<file path="src/rtl/normalize_round.sv">
// Post-add normalization and rounding stage of the FPU adder datapath.
// Takes the raw mantissa sum and the larger exponent chosen by the alignment
// front end, renormalizes (one right shift on carry, iterative left shifts on
// cancellation), rounds to nearest-even and packs an IEEE-754 result.
//
// state | meaning
// ------+---------------------------------------------------------------
// IDLE  | ready for an operand, previous result and flags still visible
// CHECK | classify the captured sum: zero, inf input, carry, normal, denormal
// SHIFT | one left shift per cycle until hidden bit set or denormal boundary
// ROUND | round-to-nearest-even, exponent fixup and packing
// DONE  | result valid, held until the consumer accepts it
module normalize_round #(
  parameter int EXP_WIDTH = 8,
  parameter int MAN_WIDTH = 23
) (
  input  logic                           clk,
  input  logic                           arst_n,
  input  logic                           in_valid,
  output logic                           in_ready,
  input  logic                           sign_in,
  input  logic [EXP_WIDTH-1:0]           exp_in,
  input  logic [MAN_WIDTH+3:0]           man_in,
  output logic                           out_valid,
  input  logic                           out_ready,
  output logic [EXP_WIDTH+MAN_WIDTH:0]   result,
  output logic                           flag_ovf,
  output logic                           flag_unf,
  output logic                           flag_inexact
);

  localparam int MW = MAN_WIDTH + 4;
  localparam int RW = 1 + EXP_WIDTH + MAN_WIDTH;

  localparam logic [EXP_WIDTH:0] E_ZERO = '0;
  localparam logic [EXP_WIDTH:0] E_ONE  = {{EXP_WIDTH{1'b0}}, 1'b1};
  localparam logic [EXP_WIDTH:0] E_MAX  = {1'b0, {EXP_WIDTH{1'b1}}};
  localparam logic [MW-1:0]      M_ZERO = '0;
  localparam logic [MW-1:0]      M_RND  = {{(MW-3){1'b0}}, 3'b100};
  localparam logic [MW-1:0]      M_HID  = {2'b01, {(MAN_WIDTH+2){1'b0}}};

  typedef enum logic [2:0] {
    S_IDLE,
    S_CHECK,
    S_SHIFT,
    S_ROUND,
    S_DONE
  } state_t;

  state_t              state_q, state_d;
  logic [MW-1:0]       m_q, m_d;
  logic [EXP_WIDTH:0]  e_q, e_d;
  logic                sign_q, sign_d;
  logic [RW-1:0]       result_q, result_d;
  logic                flag_ovf_q, flag_ovf_d;
  logic                flag_unf_q, flag_unf_d;
  logic                flag_inexact_q, flag_inexact_d;

  logic [EXP_WIDTH:0]  e_inc, e_dec, e_fin;
  logic [MW-1:0]       m_rsh, m_lsh, m_sum, m_fin;
  logic                round_up;
  logic [RW-1:0]       inf_val;

  // Datapath helpers shared by the FSM branches
  assign e_inc    = e_q + E_ONE;
  assign e_dec    = e_q - E_ONE;
  // Right shift keeps the sticky bit sticky: the bit falling off is ORed in
  assign m_rsh    = {1'b0, m_q[MW-1:2], m_q[1] | m_q[0]};
  assign m_lsh    = {m_q[MW-2:0], 1'b0};
  assign round_up = m_q[1] & (m_q[0] | m_q[2]);
  assign m_sum    = m_q + (round_up ? M_RND : M_ZERO);
  assign inf_val  = {sign_q, {EXP_WIDTH{1'b1}}, {MAN_WIDTH{1'b0}}};

  assign in_ready     = (state_q == S_IDLE);
  assign out_valid    = (state_q == S_DONE);
  assign result       = result_q;
  assign flag_ovf     = flag_ovf_q;
  assign flag_unf     = flag_unf_q;
  assign flag_inexact = flag_inexact_q;

  // Next-state and datapath updates for the normalize/round sequence
  always_comb begin
    state_d        = state_q;
    m_d            = m_q;
    e_d            = e_q;
    sign_d         = sign_q;
    result_d       = result_q;
    flag_ovf_d     = flag_ovf_q;
    flag_unf_d     = flag_unf_q;
    flag_inexact_d = flag_inexact_q;
    e_fin          = e_q;
    m_fin          = m_sum;

    case (state_q)
      S_IDLE: begin
        if (in_valid) begin
          m_d            = man_in;
          e_d            = {1'b0, exp_in};
          sign_d         = sign_in;
          flag_ovf_d     = 1'b0;
          flag_unf_d     = 1'b0;
          flag_inexact_d = 1'b0;
          state_d        = S_CHECK;
        end
      end

      S_CHECK: begin
        if (m_q == M_ZERO) begin
          result_d = '0;
          state_d  = S_DONE;
        end else if (e_q == E_MAX) begin
          result_d   = inf_val;
          flag_ovf_d = 1'b1;
          state_d    = S_DONE;
        end else if (m_q[MW-1]) begin
          if (e_inc == E_MAX) begin
            result_d   = inf_val;
            flag_ovf_d = 1'b1;
            state_d    = S_DONE;
          end else begin
            m_d     = m_rsh;
            e_d     = e_inc;
            state_d = S_ROUND;
          end
        end else if (m_q[MW-2]) begin
          state_d = S_ROUND;
        end else if (e_q <= E_ONE) begin
          e_d     = E_ZERO;
          state_d = S_ROUND;
        end else begin
          state_d = S_SHIFT;
        end
      end

      // m is nonzero here, so the hidden bit is reached within MAN_WIDTH+2 shifts
      S_SHIFT: begin
        m_d = m_lsh;
        e_d = e_dec;
        if (m_lsh[MW-2]) begin
          state_d = S_ROUND;
        end else if (e_dec == E_ONE) begin
          e_d     = E_ZERO;
          state_d = S_ROUND;
        end
      end

      S_ROUND: begin
        flag_inexact_d = m_q[1] | m_q[0];
        if (m_sum[MW-1]) begin
          m_fin = M_HID;
          e_fin = e_inc;
        end else if ((e_q == E_ZERO) && m_sum[MW-2]) begin
          e_fin = E_ONE;
        end
        m_d = m_fin;
        e_d = e_fin;
        if (e_fin >= E_MAX) begin
          result_d   = inf_val;
          flag_ovf_d = 1'b1;
        end else begin
          result_d   = {sign_q, e_fin[EXP_WIDTH-1:0], m_fin[MAN_WIDTH+1:2]};
          flag_unf_d = (e_fin == E_ZERO) && (m_fin != M_ZERO);
        end
        state_d = S_DONE;
      end

      S_DONE: begin
        if (out_ready) begin
          state_d = S_IDLE;
        end
      end

      default: state_d = S_IDLE;
    endcase
  end

  // State and working registers, cleared by the async reset
  always_ff @(posedge clk or negedge arst_n) begin
    if (!arst_n) begin
      state_q        <= S_IDLE;
      m_q            <= '0;
      e_q            <= '0;
      sign_q         <= 1'b0;
      result_q       <= '0;
      flag_ovf_q     <= 1'b0;
      flag_unf_q     <= 1'b0;
      flag_inexact_q <= 1'b0;
    end else begin
      state_q        <= state_d;
      m_q            <= m_d;
      e_q            <= e_d;
      sign_q         <= sign_d;
      result_q       <= result_d;
      flag_ovf_q     <= flag_ovf_d;
      flag_unf_q     <= flag_unf_d;
      flag_inexact_q <= flag_inexact_d;
    end
  end

endmodule

</file>
<file path="config.mk">
export PLATFORM = sky130hd
export DESIGN_NAME = normalize_round
export DESIGN_NICKNAME = d
export VERILOG_FILES = /design/src/rtl/normalize_round.sv
export SDC_FILE = /design/constraint.sdc
export NUM_CORES = 1
export LEC_CHECK = 0
export ABC_AREA = 1
export BUFFER_PORTS_ARGS = -buffer_cell sky130_fd_sc_hd__clkbuf_2
export CORE_ASPECT_RATIO = 1.4
export CORE_UTILIZATION = 55
export CTS_CLUSTER_DIAMETER = 200
export DETAILED_ROUTE_END_ITERATION = 10
export HOLD_SLACK_MARGIN = 0.02
export PLACE_DENSITY = 0.84
export SYNTH_ARGS = -nofsm -noshare
export SYNTH_HDL_FRONTEND = slang
export SYNTH_SLANG_ARGS = --single-unit
</file>
<file path="constraint.sdc">
create_clock -name clk -period 5.55 [get_ports clk]
set_input_delay 0.2775 -clock clk [delete_from_list [all_inputs] [get_ports clk]]
set_output_delay 0.2775 -clock clk [all_outputs]
set_load 0.005 [all_outputs]
</file>
==> results of run 1 <==
stage by stage:
stage / hold slack (ps) / instance area, sq um / cells
6_report: 46.56 / 6176 / 1015
5_1_grt: 170.5 / 6176 / 1015
4_1_cts: 141.7 / 6176 / 1015
3_5_place_dp: 465.7 / 5859 / 1000
3_3_place_gp: 464.3 / 5859 / 1000
2_1_floorplan: -18.09 / 5474 / 821
metal layers:
layer | up-vias | GRT usage | part of all wire
met4 | 0 | 0.2365 | 0.067
met2 | 241 | 0.5739 | 0.50
li1 | 2803 | - | -
met5 | - | 0 | 0
met1 | 2721 | 0.3768 | 0.38
met3 | 84 | 0.05708 | 0.055
state kept, by name, summed over array words and instances, names as in the netlist:
register,flops
flag_unf,1
state_q,3
m_q,27
flag_ovf,1
flag_inexact,1
sign_q,1
result,32
e_q,9
area by class of cell:
type | instances | area share
Clock buffer | 11 | 0.03930
Clock inverter | 4 | 0.01195
Inverter | 85 | 0.05166
Multi-Input combinational cell | 631 | 0.5032
Sequential cell | 75 | 0.3039
Tap cell | 132 | 0.02674
Timing Repair Buffer | 77 | 0.06321
worst register-to-register path: cells and delay by family (launching register included):
family,cells,cell delay (ps)
AO/OA/AOI/OAI,2,440
adder cells (fa/ha/maj),2,480
buffers and inverters,1,870
flip-flops,1,450
AND/OR/NAND/NOR,12,1260
Yosys cell counts (all sizes together):
library cell and count:
buf 20, a31oi 1, xor2 15, o21a 2, xnor2 1, mux2 1
or2 2, dfrtp 75, o211ai 5, nand3 54, o22ai 1, nand3b 1
nand2 285, inv 85, ha 7, nor2 95, o41ai 1, nand4 12
clkbuf 10, nor3 7, nor4 1, o221ai 4, o2111ai 19, o31ai 2
a21oi 35, o21ai 80
final timing paths:
| check | end | cells past startpoint |
|---|---|---|
| worst max-delay path | m_q[11]$_DFFE_PN0P_ | 17 |
| worst min-delay path | e_q[5]$_DFFE_PN0P_ | 1 |
| worst max register to register | m_q[11]$_DFFE_PN0P_ | 17 |
| worst min register to register | flag_ovf$_DFFE_PN0P_ | 2 |
| max in group asynchronous | e_q[7]$_DFFE_PN0P_ | 1 |
| min in group clk | sign_q$_DFFE_PN0P_ | 2 |
power breakdown:
group,leakage [nW],switching (mW),internal [mW]
Combinational,1.89,1.44,0.673
Sequential,0.961,0.277,0.789
Clock,0.156,0.235,0.404
Total,3.01,1.95,1.87
cell families (layout without fill, tap and decap cells):
kind of cell / after synthesis / after routing
compound gates: 150 / 150
xor+xnor: 16 / 16
fa+ha+maj: 7 / 7
buf+inv: 115 / 177
flops: 75 / 75
mux: 1 / 1
simple gates: 457 / 457
==> out/metrics.cfg, run 1 <==
[run_status]
outcome=finished clean

[drt]
dr.pass1.iters=5
postRouteAntennaNets=0
drtIter0Drc=464
avgViaCountPerCell=5.763
vias=5849
routed_wirelength_mm=16.32
wire_per_inst_um=16.08
post-route-drc-count=0

[floorplan]
floorplan.die_area_sq_mm=0.01036
die_h_um=120.0
ios=77
start_util=0.5723
die_w_um=86.32
rows=42
fp.coreArea_sq_mm=0.009564

[worst_setup_path]
crit_family=simple AND/OR/NAND/NOR gates
r2r_slack_ps=1980
cp_slowest_stage_delay_ps=870
start_kind=flip-flop
critPathMaxFanout=39
critPathArrivalTime_ps=3840
r2r_start=e_q[1]$_DFFE_PN0P_
crit_chain=ha_1 -> nand3_1 -> nor2_1 -> nand3_1 -> nor2_1 -> ha_1 -> nand2_1 -> nor2_1 -> nand3_1 -> nor2_1 -> nand3_2 -> nand3_1 -> nand2_1 -> nand2_1 -> inv_1 -> o21ai_0 -> o21ai_1
crit_start=e_q[1]$_DFFE_PN0P_
crit_slowest_cell=inv_1
required_ps=5820
critPathKind=flip-flop to flip-flop
path_buf_inv=1
critPathCaptureType=flip-flop

[clock_tree]
htree_num_levels=3
clockRootBuffer=clkbuf_16
ctsHoldBuffers=0
clkLatencyLatePin_ps=350
cts_tree=done
path_clk_slew_ps=60
cts_buffer_depth=2
post_cts_resized=0
cts_buffers=9
cts_setup_buffers=0
clock_sinks=75

[logic_synthesis]
synthAdderAreaFrac=0.01600
ys_seq_elements=75
netlist.area_leader.share=0.3429
synthTopCellsByArea=dfrtp_1 34%, nand2_1 19%, nor2_1 5.9%
synth.area.mux_share=0.002057
syn_area_per_cell_sq_um=6.667
yosys.area_share.xor_xnor=0.02560
synth_top_family_by_area=simple AND/OR/NAND/NOR gates
synth_cell_types=39
yosys_warnings=0
synth_compound_area_frac=0.1669
mappedNetlistArea_sq_mm=0.005474
synthCells=821
synth-simple-area-share=0.3573
syn_nets=868
ys_seq_area_frac=0.3429
yosysTopAreaCell=dfrtp_1

[power]
leakagePower_nw=3.010
p_per_area_mw_per_mm2=618.1
fin_total_pwr_mw=3.817
ir_drop_mv=0.2630

[layout]
drive_gt1_frac=0.1574
num_antenna_cells=0
final_cell_mix=270 x nand2_1, 86 x nor2_1, 76 x inv_1, 75 x dfrtp_1, 75 x clkbuf_2
layout.nets=926
nFillCells=928
post-route-util=0.6457
syn2layout_area_growth_pct=12.82
ff_latch_area_sq_mm=0.001877
final_common_cell=nand2_1
multi_input_area_sq_mm=0.003108

[timing]
fin_worst_skew_ps=8.707
timing.final.crit_share=0.6434
rsz0062_at_grt=no
finalWorstSetupSlack_ps=1979
hold_viol=0
max_freq_mhz=280.1
finalSetupTns_ps=0
worst_slew_pin_slew_ps=1108
min_period_ps=3571
setup_viol=0
maxSlewHeadroom=0.2607
drv_slew=0

[global_route]
grt_usage=0.3371
grt_pass1_vias=5631
grt_overflow=0
grt_pass1_wl_mm=26.83
antenna_found_initial=0
grt_max_degree=76

[placed_design]
gp_congestion=0.9302
port_buffers=76
pre_cts_slack_ps=1992
dp_hpwl_mm=11.75

[hold_path]
hold_class=primary input to async pin

[job]
maxCapViolations=0

Power figures use the tool's default switching activity.
==> run 2: changes to the inputs <==
- ABC_AREA: 1 -> 0
- clock period: 5.55 -> 3.5 ns (I/O delays scaled with it)
==> out/metrics.cfg, run 2 <==
[timing]
drv_slew=0  ; unchanged
worst_slew_pin_slew_ps=1012  ; was 1108 ps
finalSetupTns_ps=0  ; unchanged
min_period_ps=3355  ; was 3571 ps
fin_worst_skew_ps=8.568  ; was 8.707 ps
hold_viol=0  ; unchanged
rsz0062_at_grt=no  ; unchanged
timing.final.crit_share=0.9586  ; was 0.6434
hold_ws_ps=69.69  ; was 46.56 ps
maxSlewHeadroom=0.3202  ; was 0.2607
setup_viol=0  ; unchanged
max_freq_mhz=298.1  ; was 280.1 MHz

[layout]
largest_register_ffs=32  ; unchanged
post-route-util=0.6630  ; was 0.6457
multi_input_area_sq_mm=0.003219  ; was 0.003108 sq mm
layout.nets=775  ; was 926
final_cell_mix=75 x clkbuf_2, 74 x dfrtp_1, 73 x o21ai_0, 67 x nand2_1, 63 x nor2_1  ; was 270 x nand2_1, 86 x nor2_1, 76 x inv_1, 75 x dfrtp_1, 75 x clkbuf_2
final_common_cell=clkbuf_2  ; was nand2_1
num_antenna_cells=0  ; unchanged
syn2layout_area_growth_pct=16.34  ; was 12.82%
drive_gt1_frac=0.2060  ; was 0.1574
nFillCells=797  ; was 928
ff_latch_area_sq_mm=0.001878  ; was 0.001877 sq mm
instances_no_fill=865  ; was 1015

[clock_tree]
cts_buffer_depth=2  ; unchanged
htree_num_levels=3  ; unchanged
clock_sinks=75  ; unchanged
clockRootBuffer=clkbuf_16  ; unchanged
clkLatencyLatePin_ps=340  ; was 350 ps
path_clk_slew_ps=60  ; about the same
cts_buffers=9  ; unchanged
cts_tree=done  ; unchanged

[logic_synthesis]
synthCells=673  ; was 821
ys.flop_type=dfrtp_1  ; unchanged
ys_seq_elements=75  ; unchanged
ys_seq_area_frac=0.3463  ; was 0.3429
mappedNetlistArea_sq_mm=0.005420  ; was 0.005474 sq mm
yosys_warnings=0  ; unchanged
synth_top_cells_by_count=75 x dfrtp_1, 73 x o21ai_0, 68 x nand2_1, 64 x nor2_1, 39 x clkbuf_1  ; was 270 x nand2_1, 86 x nor2_1, 76 x inv_1, 75 x dfrtp_1, 52 x nand3_1
syn_nets=720  ; was 868
syn_area_per_cell_sq_um=8.054  ; was 6.667 sq um
synthTopCellsByArea=dfrtp_1 35%, o21ai_0 6.7%, nand2_1 4.7%  ; was dfrtp_1 34%, nand2_1 19%, nor2_1 5.9%
yosysTopAreaCell=dfrtp_1  ; unchanged
synthArstFlopShare=1.000  ; unchanged
synth_cell_types=72  ; was 39
synth_most_common_cell=dfrtp_1  ; was nand2_1
netlist.area_leader.share=0.3463  ; was 0.3429
synth_edf_count=0  ; unchanged

[drt]
avgViaCountPerCell=6.705  ; was 5.763
wire_per_inst_um=20.22  ; was 16.08 um
postRouteAntennaNets=0  ; unchanged
vias=5800  ; was 5849
dr.pass1.iters=5  ; unchanged
routed_wirelength_mm=17.49  ; was 16.32 mm
post-route-drc-count=0  ; unchanged
drtIter0Drc=581  ; was 464

[global_route]
grt_pass1_vias=5654  ; was 5631
grt_max_degree=76  ; unchanged
antenna_found_initial=0  ; unchanged
grt_usage=0.3550  ; was 0.3371
grt_pass1_wl_mm=28.29  ; was 26.83 mm
grt_overflow=0  ; unchanged

[hold_path]
hold_class=primary input to flip-flop  ; was primary input to async pin

[job]
maxCapViolations=0  ; unchanged

[floorplan]
die_h_um=119.5  ; was 120.0 um
start_util=0.5699  ; was 0.5723
die_w_um=85.90  ; was 86.32 um
floorplan.die_area_sq_mm=0.01026  ; was 0.01036 sq mm
fp.coreArea_sq_mm=0.009512  ; was 0.009564 sq mm
ios=77  ; unchanged
rows=42  ; unchanged

[worst_setup_path]
crit_slowest_cell=a2111oi_2  ; was inv_1
path_buf_inv=2  ; was 1
start_kind=flip-flop  ; unchanged
critPathCaptureType=flip-flop  ; unchanged
crit_family=compound AO/OA/AOI/OAI gates  ; was simple AND/OR/NAND/NOR gates
crit_chain=nand3_1 -> or2_2 -> nor2_1 -> ha_1 -> nand3_1 -> a2111oi_2 -> nor2_1 -> buf_12 -> a2111oi_0 -> buf_4 -> o31ai_1  ; was ha_1 -> nand3_1 -> nor2_1 -> nand3_1 -> nor2_1 -> ha_1 -> nand2_1 -> nor2_1 -> nand3_1 -> nor2_1 -> nand3_2 -> nand3_1 -> nand2_1 -> nand2_1 -> inv_1 -> o21ai_0 -> o21ai_1
critPathKind=flip-flop to flip-flop  ; unchanged
cp_slowest_stage_delay_ps=660  ; was 870 ps
required_ps=3730  ; was 5820 ps
critPathArrivalTime_ps=3580  ; was 3840 ps
critPathMaxFanout=27  ; was 39

[power]
ir_drop_mv=0.5451  ; was 0.2630 mV
leakagePower_nw=2.591  ; was 3.010 nW
fin_total_pwr_mw=6.741  ; was 3.817 mW
p_per_area_mw_per_mm2=1069  ; was 618.1 mW/mm^2

[run_status]
outcome=finished clean  ; unchanged

[placed_design]
gp_congestion=1.058  ; was 0.9302
dp_hpwl_mm=12.31  ; was 11.75 mm
port_buffers=76  ; unchanged
dp_cells=847  ; was 1000

run 2: metrics by stage:
step	area, sq um	worst slack [ps]
2_1_floorplan	5420	415.1
3_3_place_gp	5957	354.7
3_5_place_dp	5957	265.2
4_1_cts	6295	180.4
5_1_grt	6306	51.50
6_report	6306	145.0
run 2: report_power, final:
part | total (mW) | switching, mW | internal (mW)
Sequential | 1.87 | 0.591 | 1.28
Combinational | 3.87 | 2.29 | 1.57
Clock | 1.01 | 0.381 | 0.626
Total | 6.74 | 3.27 | 3.47
run 2: final timing paths:
kind / startpoint / end / slack [ps] / cells after the start
worst min-delay path: sign_in / sign_q$_DFFE_PN0P_ / 70 / 2
worst max register to register: e_q[4]$_DFFE_PN0P_ / m_q[14]$_DFFE_PN0P_ / 140 / 11
max in group asynchronous: arst_n / m_q[7]$_DFFE_PN0P_ / 2300 / 2
min in group asynchronous: arst_n / result[20]$_DFFE_PN0P_ / 530 / 2
worst max-delay path: e_q[4]$_DFFE_PN0P_ / m_q[14]$_DFFE_PN0P_ / 140 / 11
worst min register to register: result[9]$_DFFE_PN0P_ / result[9]$_DFFE_PN0P_ / 480 / 2
run 2: area by class of cell:
class,instances,share of cell area
Multi-Input combinational cell,517,0.5105
Sequential cell,75,0.2978
Timing Repair Buffer,107,0.1044
Clock buffer,10,0.03631
Tap cell,132,0.02619
Clock inverter,6,0.01409
Inverter,18,0.01071
run 2: timing repair:
| action | CTS | global route |
|---|---|---|
| gates resized for setup | 0 | 3 |
| buffers inserted | 0 | 0 |
| endpoints found under the setup margin | 0 | 18 |
| hold buffers | 2 | 0 |
| hold endpoints to repair | 10 | 0 |
run 2: routing by layer:
layer | up-vias | routed length (um) | GRT usage
met5 | - | 0 | 0
met4 | 0 | 1024 | 0.2281
met3 | 80 | 1327 | 0.06376
met2 | 369 | 8718 | 0.5799
met1 | 2747 | 6423 | 0.4245
li1 | 2604 | - | -
run 2: logic make-up (layout without fill, tap and decap cells):
kind of cell	count (synthesis)	count (layout)	synth area share
buffers and inverters	81	141	0.06348
flip-flops	75	75	0.3463
XOR/XNOR	29	29	0.05032
AO/OA/AOI/OAI	217	217	0.2761
adder cells (fa/ha/maj)	7	7	0.01616
multiplexers	4	4	0.007848
AND/OR/NAND/NOR	260	260	0.2398
==> run 3: changes to the inputs <==
- CORE_MARGIN: unset -> 8
==> out/metrics.cfg, run 3 (synthesis gave the netlist of run 2 again) <==
[floorplan]
die_w_um=99.90  ; was 85.90 um
rows=43  ; was 42
ios=77  ; unchanged
floorplan.die_area_sq_mm=0.01333  ; was 0.01026 sq mm
start_util=0.5566  ; was 0.5699
die_h_um=133.5  ; was 119.5 um
fp.coreArea_sq_mm=0.009738  ; was 0.009512 sq mm

[power]
leakagePower_nw=2.600  ; was 2.591 nW
p_per_area_mw_per_mm2=1058  ; was 1069 mW/mm^2
ir_drop_mv=0.5500  ; was 0.5451 mV

[layout]
postLayoutCellArea_sq_mm=0.006282  ; was 0.006306 sq mm
instances_no_fill=873  ; was 865
syn2layout_area_growth_pct=15.90  ; was 16.34%
final_cell_mix=75 x dfrtp_1, 75 x clkbuf_2, 73 x o21ai_0, 68 x nand2_1, 63 x nor2_1  ; was 75 x clkbuf_2, 74 x dfrtp_1, 73 x o21ai_0, 67 x nand2_1, 63 x nor2_1
layout.nets=780  ; was 775
largest_register_ffs=32  ; unchanged
drive_gt1_frac=0.2100  ; was 0.2060
num_antenna_cells=0  ; unchanged

[run_status]
outcome=finished with violations  ; was finished clean
violations=negative hold slack

[worst_setup_path]
critPathCaptureType=flip-flop  ; unchanged
critPathArrivalTime_ps=3480  ; was 3580 ps
critPathKind=flip-flop to flip-flop  ; unchanged
critPathMaxFanout=15  ; was 27
required_ps=3730  ; about the same
start_kind=flip-flop  ; unchanged

[global_route]
grt_max_degree=76  ; unchanged
grt_pass1_vias=5648  ; was 5654
antenna_found_initial=0  ; unchanged
grt_usage=0.2805  ; was 0.3550
grt_overflow=0  ; unchanged
grt_pass1_wl_mm=29.86  ; was 28.29 mm

[timing]
finalSetupTns_ps=0  ; unchanged
rsz0062_at_grt=no  ; unchanged
timing.final.crit_share=0.9271  ; was 0.9586
fin_worst_skew_ps=6.145  ; was 8.568 ps
min_period_ps=3245  ; was 3355 ps
hold_viol=22  ; was 0
drv_slew=0  ; unchanged
worst_slew_pin_slew_ps=1033  ; was 1012 ps
setup_viol=0  ; unchanged
maxSlewHeadroom=0.3109  ; was 0.3202
max_freq_mhz=308.2  ; was 298.1 MHz
finalWorstSetupSlack_ps=255.0  ; was 145.0 ps
hold_ws_ps=-16.22  ; was 69.69 ps

[drt]
routed_wirelength_mm=18.60  ; was 17.49 mm
drtIter0Drc=636  ; was 581
dr.pass1.iters=6  ; was 5
avgViaCountPerCell=6.656  ; was 6.705
postRouteAntennaNets=0  ; unchanged
wire_per_inst_um=21.31  ; was 20.22 um
vias=5811  ; was 5800
post-route-drc-count=0  ; unchanged

[hold_path]
hold_class=primary input to async pin  ; was primary input to flip-flop

[placed_design]
dp_hpwl_mm=13.49  ; was 12.31 mm
dp_cells=856  ; was 847
dpl_cell_area_sq_mm=0.005981  ; was 0.005957 sq mm
pre_cts_slack_ps=221.9  ; was 265.2 ps
port_buffers=76  ; unchanged
gp_congestion=1.031  ; was 1.058

[clock_tree]
cts_buffer_depth=2  ; unchanged
path_clk_slew_ps=60  ; about the same
clkLatencyLatePin_ps=340  ; about the same
htree_num_levels=3  ; unchanged
cts_tree=done  ; unchanged
cts_setup_buffers=0  ; unchanged
clockRootBuffer=clkbuf_16  ; unchanged
clock_sinks=75  ; unchanged
cts_buffers=9  ; unchanged

[job]
maxCapViolations=0  ; unchanged

-- run 3: final timing paths --
| kind | start | end | slack (ps) | depth (start not counted) |
|---|---|---|---|---|
| max | m_q[7]$_DFFE_PN0P_ | m_q[2]$_DFFE_PN0P_ | 250 | 9 |
| min | arst_n | result[15]$_DFFE_PN0P_ | -20 | 1 |
| max reg2reg | m_q[7]$_DFFE_PN0P_ | m_q[2]$_DFFE_PN0P_ | 250 | 9 |
| min reg2reg | result[4]$_DFFE_PN0P_ | result[4]$_DFFE_PN0P_ | 480 | 2 |
| max in group asynchronous | arst_n | sign_q$_DFFE_PN0P_ | 2890 | 1 |
| min in group clk | sign_in | sign_q$_DFFE_PN0P_ | 70 | 2 |
-- run 3: where the power goes --
group	leakage [nW]	internal (mW)	switching, mW
combinational	1.51	1.56	2.41
sequential	0.948	1.28	0.529
clock	0.139	0.496	0.371
total	2.60	3.33	3.31
-- run 3: critical path, cell delays in order, from the launching register on --
cell and delay, ps:
dfrtp_1 580, nand3_2 190, or4_1 560, or3_1 470
nand2_2 300, nor2_1 170, buf_4 220, a222oi_1 300
a211oi_1 130, a21o_1 210
-- run 3: what timing repair did --
action / 4_1_cts / 5_1_grt
setup endpoints to repair: 0 / 17
hold buffers: 1 / 0
endpoints found under the hold margin: 1 / 0
gates resized for setup: 0 / 2
-- run 3: final cells by class --
type | count | area, sq um
well taps | 135 | 168.9
multi-input cells | 517 | 3229
flip-flops and latches | 75 | 1877
fillers | 853 | 3456
clock inverters | 5 | 28.78
repair buffers | 112 | 668.1
inverters | 18 | 67.56
clock buffers | 11 | 242.7
-- run 3: per-stage QoR --
step                hold slack (ps)    util  total power [mW]
floorplan                    -120.6       -             4.332
global placement              367.4  0.6142             5.541
detailed placement            372.9  0.6142             5.642
CTS                           27.41  0.6431             6.533
global route                  62.96  0.6451             7.079
finish                       -16.22  0.6451             6.645
-- run 3: metal layers --
layer	global-route usage	wire, um
met1	0.3156	6707
met2	0.4827	9475
met3	0.04491	1468
met4	0.1681	952
met5	0	0
